<file path="src/rtl/demod_pkg.sv">
// Shared definitions for the AM demodulator control path.
//   - depth_state_t  : one-hot state encoding of the depth calculator FSM
//   - DEPTH_FRAC_WIDTH / AM_INPUT_WIDTH : default widths
//   - depth_sat()    : largest Q0.F value, used to saturate depth when m >= 1
package demod_pkg;

    localparam int AM_INPUT_WIDTH   = 13;
    localparam int DEPTH_FRAC_WIDTH = 10;

    typedef enum logic [3:0] {
        ST_IDLE = 4'b0001,
        ST_PREP = 4'b0010,
        ST_DIV  = 4'b0100,
        ST_DONE = 4'b1000
    } depth_state_t;

    function automatic logic [31:0] depth_sat(input int frac_width);
        return (32'd1 << frac_width) - 32'd1;
    endfunction

endpackage

</file>
<file path="src/rtl/udiv_restoring.sv">
// Serial restoring divider, one quotient bit per clock, MSB first.
// The dividend is loaded straight into the remainder, so the first step
// yields the 2^(QW-1) quotient bit and each following step shifts the
// remainder left by one; the result is floor(dividend * 2^(QW-1) / divisor)
// whenever dividend < 2 * divisor. If dividend >= divisor the top quotient
// bit is set, which the caller treats as overflow.
// Ports:
//   clk, rst_n : clock, async active-low reset
//   start      : load dividend/divisor and begin (QW steps follow)
//   dividend   : unsigned dividend, DW bits
//   divisor    : unsigned divisor, DW bits
//   done       : high during the cycle whose edge performs the last step
//   quotient   : QW-bit quotient, final on the edge after done
module udiv_restoring #(
    parameter int DW = 14,
    parameter int QW = 11,
    parameter int RW = 15
) (
    input  logic          clk,
    input  logic          rst_n,
    input  logic          start,
    input  logic [DW-1:0] dividend,
    input  logic [DW-1:0] divisor,
    output logic          done,
    output logic [QW-1:0] quotient
);

    localparam int CW = $clog2(QW);

    logic [RW-1:0] rem;
    logic [DW-1:0] dvs;
    logic [CW-1:0] cnt;
    logic          running;
    logic [RW:0]   trial;
    logic          q_bit;
    logic [RW-1:0] rem_step;

    // One extra bit so the sign of the trial subtraction is visible.
    assign trial    = {1'b0, rem} - {{(RW + 1 - DW){1'b0}}, dvs};
    assign q_bit    = ~trial[RW];
    assign rem_step = q_bit ? trial[RW-1:0] : rem;
    assign done     = running && (cnt == '0);

    always_ff @(posedge clk or negedge rst_n) begin
        if (!rst_n) begin
            rem      <= '0;
            dvs      <= '0;
            cnt      <= '0;
            running  <= 1'b0;
            quotient <= '0;
        end else if (start) begin
            rem      <= {{(RW - DW){1'b0}}, dividend};
            dvs      <= divisor;
            cnt      <= CW'(QW - 1);
            running  <= 1'b1;
            quotient <= '0;
        end else if (running) begin
            quotient <= {quotient[QW-2:0], q_bit};
            rem      <= rem_step << 1;
            if (cnt == '0) begin
                running <= 1'b0;
            end else begin
                cnt <= cnt - 1'b1;
            end
        end
    end

endmodule

</file>
<file path="src/rtl/am_depth_calc.sv">
// AM envelope statistics from an averaged max/min pair: midpoint,
// half-amplitude and modulation depth m = (max-min)/(max+min) in Q0.F.
// Ports:
//   clk, rst_n         : clock, async active-low reset
//   in_valid           : one-cycle pulse, max_avg/min_avg valid
//   max_avg, min_avg   : signed averaged max/min
//   busy               : calculation in progress (state != IDLE)
//   dout_valid         : one-cycle pulse, result outputs updated
//   depth              : unsigned Q0.F depth, saturated to 2^F-1
//   midpoint/amplitude : signed (max+min)>>>1 and (max-min)>>>1
//   err                : sum <= 0 or max < min; depth forced to 0
//
// state | meaning
// IDLE  | waiting for in_valid
// PREP  | form diff/sum, screen error cases, start divider
// DIV   | divider stepping, one quotient bit per clock
// DONE  | register results; dout_valid follows on the next cycle
module am_depth_calc
    import demod_pkg::*;
#(
    parameter int INPUT_WIDTH = AM_INPUT_WIDTH,
    parameter int FRAC_WIDTH  = DEPTH_FRAC_WIDTH
) (
    input  logic                   clk,
    input  logic                   rst_n,
    input  logic                   in_valid,
    input  logic [INPUT_WIDTH-1:0] max_avg,
    input  logic [INPUT_WIDTH-1:0] min_avg,
    output logic                   busy,
    output logic                   dout_valid,
    output logic [FRAC_WIDTH-1:0]  depth,
    output logic [INPUT_WIDTH-1:0] midpoint,
    output logic [INPUT_WIDTH-1:0] amplitude,
    output logic                   err
);

    localparam logic [FRAC_WIDTH-1:0] DEPTH_MAX = FRAC_WIDTH'(depth_sat(FRAC_WIDTH));

    depth_state_t state, state_nxt;

    logic [INPUT_WIDTH-1:0] max_r, min_r;
    logic [INPUT_WIDTH:0]   diff, sum;
    logic                   err_calc;
    logic                   err_r;
    logic                   div_start;
    logic                   div_done;
    logic [FRAC_WIDTH:0]    quotient;
    logic [FRAC_WIDTH-1:0]  depth_nxt;

    // Sign-extend by one bit so neither sum nor difference can overflow.
    assign diff = {max_r[INPUT_WIDTH-1], max_r} - {min_r[INPUT_WIDTH-1], min_r};
    assign sum  = {max_r[INPUT_WIDTH-1], max_r} + {min_r[INPUT_WIDTH-1], min_r};

    assign err_calc  = sum[INPUT_WIDTH] || (sum == '0) || diff[INPUT_WIDTH];
    assign div_start = (state == ST_PREP) && !err_calc;
    assign busy      = (state != ST_IDLE);

    // Top quotient bit set means m >= 1.
    assign depth_nxt = err_r ? '0 :
                       (quotient[FRAC_WIDTH] ? DEPTH_MAX : quotient[FRAC_WIDTH-1:0]);

    udiv_restoring #(
        .DW(INPUT_WIDTH + 1),
        .QW(FRAC_WIDTH + 1),
        .RW(INPUT_WIDTH + 2)
    ) u_div (
        .clk      (clk),
        .rst_n    (rst_n),
        .start    (div_start),
        .dividend (diff),
        .divisor  (sum),
        .done     (div_done),
        .quotient (quotient)
    );

    always_ff @(posedge clk or negedge rst_n) begin
        if (!rst_n) begin
            state <= ST_IDLE;
        end else begin
            state <= state_nxt;
        end
    end

    always_comb begin
        state_nxt = state;
        case (state)
            // The cycle carrying dout_valid is not an accept slot.
            ST_IDLE: if (in_valid && !dout_valid) state_nxt = ST_PREP;
            ST_PREP: state_nxt = err_calc ? ST_DONE : ST_DIV;
            ST_DIV:  if (div_done) state_nxt = ST_DONE;
            ST_DONE: state_nxt = ST_IDLE;
            default: state_nxt = ST_IDLE;
        endcase
    end

    always_ff @(posedge clk or negedge rst_n) begin
        if (!rst_n) begin
            max_r      <= '0;
            min_r      <= '0;
            err_r      <= 1'b0;
            dout_valid <= 1'b0;
            depth      <= '0;
            midpoint   <= '0;
            amplitude  <= '0;
            err        <= 1'b0;
        end else begin
            dout_valid <= (state == ST_DONE);
            if (state == ST_IDLE && in_valid && !dout_valid) begin
                max_r <= max_avg;
                min_r <= min_avg;
            end
            if (state == ST_PREP) begin
                err_r <= err_calc;
            end
            if (state == ST_DONE) begin
                depth     <= depth_nxt;
                midpoint  <= sum[INPUT_WIDTH:1];
                amplitude <= diff[INPUT_WIDTH:1];
                err       <= err_r;
            end
        end
    end

endmodule

</file>
<file path="config.mk">
export PLATFORM = sky130hd
export DESIGN_NAME = am_depth_calc
export DESIGN_NICKNAME = d
export VERILOG_FILES = /design/src/rtl/demod_pkg.sv /design/src/rtl/udiv_restoring.sv /design/src/rtl/am_depth_calc.sv
export SDC_FILE = /design/constraint.sdc
export NUM_CORES = 1
export LEC_CHECK = 0
export ABC_AREA = 1
export CAP_MARGIN = 20
export CORE_MARGIN = 10
export CORE_UTILIZATION = 58
export CTS_BUF_LIST = sky130_fd_sc_hd__clkbuf_4 sky130_fd_sc_hd__clkbuf_8 sky130_fd_sc_hd__clkbuf_16
export DETAILED_ROUTE_END_ITERATION = 16
export PLACE_DENSITY = 0.81
export SLEW_MARGIN = 20
export SYNTH_ARGS = -nofsm -noshare
export SYNTH_HDL_FRONTEND = slang
export SYNTH_SLANG_ARGS = --single-unit
export TNS_END_PERCENT = 20
</file>
<file path="constraint.sdc">
create_clock -name clk -period 3.4 [get_ports clk]
set_clock_uncertainty 0.1 [all_clocks]
set_input_delay 0.34 -clock clk [delete_from_list [all_inputs] [get_ports clk]]
set_output_delay 0.34 -clock clk [all_outputs]
set_load 0.02 [all_outputs]
</file>
==> impl_metrics.json, run 1 <==
{
  "synth_area_sq_um": 6750,
  "utilization_pct": 70.7,
  "maxSlewHeadroom_pct": 53.7,
  "max_freq_mhz": 342,
  "synth_area_leaders": "dfrtp_1 (42%), nand2_1 (17%), ha_1 (7.8%)",
  "io_buffers": 67,
  "cts_tree": "done",
  "cp_max_fo": 23,
  "syn_avg_cell_area_sq_um": 7.66,
  "overflow": 0,
  "dp_hpwl_mm": 11.9,
  "syn_nets": 955,
  "finalNetCount": 1014,
  "tritoncts.num_buffers": 17,
  "r2r_start": "max_r[10]$_DFFE_PN0P_",
  "drtIter0Drc": 423,
  "final_common_cell": "nand2_1",
  "status": "finished, final reports clean",
  "via_count": 5817,
  "ys_seq_elements": 114,
  "grt_max_degree": 67,
  "synth_top_area_share_pct": 41.9,
  "rows": 39,
  "die-area_sq_um": 16400,
  "period_minus_slack_ns": 2.93,
  "grt_util_met1_pct": 25.8,
  "ff2ff_path_depth": 16,
  "worst_pin_slew_ns": 0.692,
  "antenna_found_initial": 0,
  "wl_per_cell_um": 14.7,
  "worst_ep_arrival_time_ns": 3.13,
  "synth_edf_count": 0,
  "wl_mm": 16.2,
  "tns_ns": 0,
  "cp-end-kind": "flip-flop",
  "grt_pass1_vias": 5863,
  "grt_setup_unrepaired": "false",
  "crit_start": "max_r[10]$_DFFE_PN0P_",
  "drt_pre_antenna_iters": 5,
  "worstHoldPathType": "in -> reg",
  "htreeDepth": 4,
  "finalSetupViolations": 0,
  "yosys.area.top_type": "dfrtp_1",
  "synth_cells": 881,
  "drive_gt1_share_pct": 7.45,
  "layout.area.seq_sq_um": 2850,
  "start_util_pct": 59.1,
  "yosysSeqAreaShare_pct": 42.3,
  "ys_warn_count": 0,
  "busiest_layer": "met2",
  "r2r-end": "u_div.quotient[1]$_DFFE_PN0P_",
  "place_congestion": 0.907,
  "clkTransAtPathRegs_ns": 0.05,
  "antenna_cells": 0,
  "met2_usage_pct": 34.0,
  "track_usage_pct": 20.7,
  "crit_end": "u_div.quotient[1]$_DFFE_PN0P_",
  "use_met3_pct": 4.88,
  "layout_common_cells": "nand2_1 (308), dfrtp_1 (113), inv_1 (84)",
  "area_growth_pct": 19.6,
  "clock_latency_ns": 0.42,
  "async_reset_ff_share_pct": 100,
  "final.period_utilization_pct": 86.0,
  "vias_per_cell": 5.31,
  "hold_viol": 0,
  "cts_num_sinks": 114,
  "core_sq_um": 11400,
  "post_cts_resized": 0,
  "criticalPathCategory": "reg -> reg",
  "grt_pass1_wl_mm": 27.7,
  "slew_viol_final": 0,
  "fp.dieH_um": 128,
  "rrSetupSlack_ns": 0.47,
  "cts_root_buf": "clkbuf_16",
  "required_ns": 3.61,
  "multi_input_area_sq_um": 3350,
  "cap_violations": 0,
  "ant_nets": 0,
  "die_w_um": 128,
  "fillers": 907,
  "ctsLongestPathBuffers": 2,
  "ys_types": 44,
  "ys.flop_type": "dfrtp_1",
  "crit_path_start_kind": "flip-flop",
  "cts_setup_buffers": 0,
  "ios": 68,
  "drc": 0
}
[synth_stat cells, drive strengths merged (3+ instances only)]
library cell  number
nor2              43
xnor2              8
dfrtp            113
nand3             67
nand4              5
or2                3
a31oi              7
a21oi             33
inv               90
o21bai             6
ha                42
clkbuf            16
nand2            315
o21ai             72
nor3               7
a21o               3
buf               20
xor2              16
fa                 3
[layer usage]
| metal | share of wire [%] | routed length, um | vias to the layer above |
|---|---|---|---|
| li1 | - | - | 2916 |
| met1 | 44 | 7100 | 2709 |
| met2 | 49 | 7900 | 162 |
| met3 | 4.7 | 764 | 30 |
| met4 | 2.5 | 396 | 0 |
| met5 | 0 | 0 | - |
[worst max-delay path, stage by stage, from the launching register on]
cell	delay, ns
dfrtp_1	0.40
ha_1	0.46
inv_1	0.18
nand2_1	0.09
nand2_1	0.10
a21oi_1	0.19
nand3_1	0.10
nand2_1	0.06
nand2_1	0.12
nand2_1	0.10
nor2_1	0.04
nand3_2	0.10
nand3_4	0.24
nand2_4	0.15
clkinv_2	0.19
nand2_1	0.13
nand2_1	0.06
[metrics by stage]
step	hold slack, ns	std cells	worst slack (ns)	cell area [sq um]
2_1_floorplan	-0.0556	881	1.01	6750
3_3_place_gp	0.310	1063	0.606	7470
3_5_place_dp	0.308	1063	0.574	7470
4_1_cts	0.347	1096	0.510	8080
5_1_grt	0.360	1096	0.257	8080
6_report	0.358	1096	0.475	8080
[flip-flops by register name (all words and copies together), names as in the netlist, 4 cells and up]
name	flops
u_div.cnt	4
min_r	13
u_div.dvs	14
midpoint	13
max_r	13
u_div.quotient	11
u_div.rem	15
depth	10
state	4
amplitude	13
[logic make-up after synthesis]
family | after synthesis | synth area share, %
flip-flops | 114 | 42.3
XOR/XNOR | 24 | 3.22
AO/OA/AOI/OAI | 126 | 10.1
AND/OR/NAND/NOR | 444 | 27.5
adder cells (fa/ha/maj) | 45 | 8.67
buffers and inverters | 128 | 8.23
[final cells by class]
class | count | area share, %
Multi-Input combinational cell | 639 | 41.5
Sequential cell | 114 | 35.3
Timing Repair Buffer | 76 | 9.30
Clock buffer | 17 | 5.27
Inverter | 92 | 4.32
Tap cell | 143 | 2.22
Clock inverter | 15 | 2.09
[how the worst min path moves through the flow]
stage / slack, ns / endpoint / cells after the start / startpoint
final: 0.36 / max_r[8]$_DFFE_PN0P_ / 3 / max_avg[8]
after global routing: 0.36 / min_r[0]$_DFFE_PN0P_ / 3 / min_avg[0]
after CTS: 0.35 / max_r[8]$_DFFE_PN0P_ / 3 / max_avg[8]
after detailed placement: 0.31 / midpoint[6]$_DFFE_PN0P_ / 1 / rst_n
after global placement: 0.31 / midpoint[6]$_DFFE_PN0P_ / 1 / rst_n
after floorplan: -0.06 / amplitude[0]$_DFFE_PN0P_ / 0 / rst_n
[repair_timing]
| action | CTS | global route |
|---|---|---|
| endpoints found under the hold margin | 48 | 0 |
| hold buffers | 1 | 0 |
| setup endpoints to repair | 0 | 0 |
Power of run 1 is left out: the tool's default activity adds up to more than one toggle a clock period on the data nets, which glitch-free logic cannot reach.
==> run 2, diff against run 1 <==
--- a/config.mk
+++ b/config.mk
@@ -8,10 +8,10 @@
 export ABC_AREA = 1
 export CAP_MARGIN = 20
 export CORE_MARGIN = 10
-export CORE_UTILIZATION = 58
+export CORE_UTILIZATION = 62
 export CTS_BUF_LIST = sky130_fd_sc_hd__clkbuf_4 sky130_fd_sc_hd__clkbuf_8 sky130_fd_sc_hd__clkbuf_16
 export DETAILED_ROUTE_END_ITERATION = 16
-export PLACE_DENSITY = 0.81
+export PLACE_DENSITY = 0.86
 export SLEW_MARGIN = 20
 export SYNTH_ARGS = -nofsm -noshare
 export SYNTH_HDL_FRONTEND = slang
==> constraint.sdc (replaced) <==
create_clock -name clk -period 3.6 [get_ports clk]
set_clock_uncertainty 0.1 [all_clocks]
set_input_delay 0.36 -clock clk [delete_from_list [all_inputs] [get_ports clk]]
set_output_delay 0.36 -clock clk [all_outputs]
set_load 0.02 [all_outputs]
==> run 2 against run 1 <==
Compared with the run above:
- final cell count is 0.46% lower
- global-route usage is 0.075 points lower
- worst setup slack better by 0.075 ns
- die area is 5.5% lower
- largest cell class unchanged
==> impl_metrics.json, run 2 (same netlist as run 1, synthesis figures left out) <==
{
  "status": "finished, final reports clean",
  "cts_root_buf": "clkbuf_8",
  "clkTransAtPathRegs_ns": 0.06,
  "hold_end": "max_r[10]$_DFFE_PN0P_",
  "die-area_sq_um": 15500,
  "worstHoldPathType": "in -> reg",
  "track_usage_pct": 20.6,
  "final_common_cell": "nand2_1",
  "tns_ns": 0,
  "hp-start": "max_avg[10]",
  "rrSetupSlack_ns": 0.55,
  "top_register": "u_div.rem",
  "cap_violations": 0,
  "hold_viol": 0,
  "ctsLongestPathBuffers": 2,
  "cp_common_cell": "nand2_1",
  "overflow": 0,
  "wl_mm": 15.8,
  "clock_latency_ns": 0.53,
  "io_buffers": 67,
  "rows": 38,
  "wl_per_cell_um": 14.5,
  "criticalPathCategory": "reg -> reg",
  "slew_viol_final": 0,
  "cp-end-kind": "flip-flop",
  "core_sq_um": 10700,
  "cts_num_sinks": 114,
  "drtIter0Drc": 534,
  "fp.dieH_um": 124,
  "path_cells": "inv_1 > ha_1 > inv_1 > nand2_1 > nand2_1 > a21oi_1 > nand3_1 > nand2_1 > nand2_1 > nand2_1 > nor2_1 > nand3_2 > nand3_4 > inv_2 > nand2_1 > o21ai_1",
  "vias_per_cell": 5.35,
  "r2r-end": "u_div.dvs[3]$_DFFE_PN0P_",
  "worst_pin_slew_ns": 0.979,
  "worst_ep_arrival_time_ns": 3.39,
  "htreeDepth": 4,
  "post_cts_resized": 0,
  "dp_slack_ns": 0.640,
  "ff2ff_path_depth": 16,
  "crit_family": "simple AND/OR/NAND/NOR gates",
  "reg_top3": "u_div.rem (15), u_div.dvs (14)",
  "grt_pass1_wl_mm": 27.1,
  "layout_common_cells": "nand2_1 (308), dfrtp_1 (113), inv_1 (84)",
  "cp_slowest_stage_delay_ns": 0.44,
  "start_util_pct": 62.8,
  "area_growth_pct": 18.3,
  "r2r_start": "min_r[10]$_DFFE_PN0P_",
  "via_count": 5838,
  "cp_max_fo": 40,
  "die_w_um": 124,
  "multi_input_area_sq_um": 3350,
  "grt_pass1_vias": 5811,
  "whs_path_depth": 3,
  "drc": 0,
  "dp.cells": 1058,
  "tritoncts.num_buffers": 17,
  "drive_gt1_share_pct": 7.26,
  "layout.area.seq_sq_um": 2850,
  "grt_max_degree": 78,
  "ant_nets": 0,
  "finalSetupViolations": 0,
  "finalNetCount": 1012,
  "largest_reg_flops": 15,
  "required_ns": 3.94,
  "wl_met3_um": 767,
  "worst_path_max_delay_cell": "ha_1",
  "dp_hpwl_mm": 11.6,
  "crit_path_start_kind": "flip-flop",
  "critical_path_depth": 16,
  "dr_wl_met2_mm": 7.57,
  "final.period_utilization_pct": 84.7,
  "ios": 68,
  "drt_pre_antenna_iters": 8,
  "period_minus_slack_ns": 3.05,
  "maxSlewHeadroom_pct": 34.7,
  "grt_setup_unrepaired": "false",
  "wl_met1_mm": 7.08,
  "fillers": 788,
  "place_congestion": 0.930,
  "antenna_found_initial": 0,
  "antenna_cells": 0,
  "cts_tree": "done",
  "max_freq_mhz": 328,
  "cp_num_buf_inv": 3,
  "top_layer_used": "met4",
  "setup_ws_ns": 0.550,
  "fin_cells": 1091
}
==> run 2: per-stage QoR <==
stage | hold slack [ns] | cell area [sq um] | utilization (%)
after floorplan | -0.0356 | 6750 | -
after global placement | 0.356 | 7440 | 69.2
after detailed placement | 0.366 | 7440 | 69.2
after CTS | 0.263 | 7990 | 74.3
after global routing | 0.281 | 7990 | 74.3
final | 0.269 | 7990 | 74.3
==> run 2: worst max path at each step <==
stage	startpoint	to	slack (ns)
floorplan	min_r[0]$_DFFE_PN0P_	u_div.rem[0]$_DFFE_PN0P_	1.21
global placement	min_r[0]$_DFFE_PN0P_	u_div.rem[11]$_DFFE_PN0P_	0.67
detailed placement	min_r[0]$_DFFE_PN0P_	u_div.rem[11]$_DFFE_PN0P_	0.64
CTS	min_r[10]$_DFFE_PN0P_	u_div.dvs[3]$_DFFE_PN0P_	0.58
global route	min_r[10]$_DFFE_PN0P_	u_div.dvs[3]$_DFFE_PN0P_	0.24
finish	min_r[10]$_DFFE_PN0P_	u_div.dvs[3]$_DFFE_PN0P_	0.55
==> run 2: timing repair <==
action | CTS | global route
buffers inserted | 0 | 0
hold buffers | 1 | 0
hold endpoints to repair | 74 | 0
==> run 2: cell type report <==
| class | instances | area share [%] |
|---|---|---|
| multi-input cells | 639 | 41.9 |
| inverters | 92 | 4.37 |
| repair buffers | 74 | 9.05 |
| clock inverters | 15 | 1.54 |
| clock buffers | 17 | 5.18 |
| well taps | 140 | 2.19 |
| flip-flops and latches | 114 | 35.7 |
==> run 2: per-layer routing <==
metal | vias up | global-route usage [%]
li1 | 2924 | -
met1 | 2692 | 25.8
met2 | 190 | 34.1
met3 | 32 | 4.47
met4 | 0 | 7.75
met5 | - | 0
==> run 2: worst reg2reg max path: stages, from the launching register on <==
cell     delay (ns)
dfrtp_1        0.37
inv_1          0.06
ha_1           0.44
inv_1          0.17
nand2_1        0.09
nand2_1        0.07
a21oi_1        0.18
nand3_1        0.10
nand2_1        0.07
nand2_1        0.11
nand2_1        0.09
nor2_1         0.05
nand3_2        0.09
nand3_4        0.35
inv_2          0.40
nand2_1        0.11
o21ai_1        0.10
Power of run 2 is left out for the same reason.
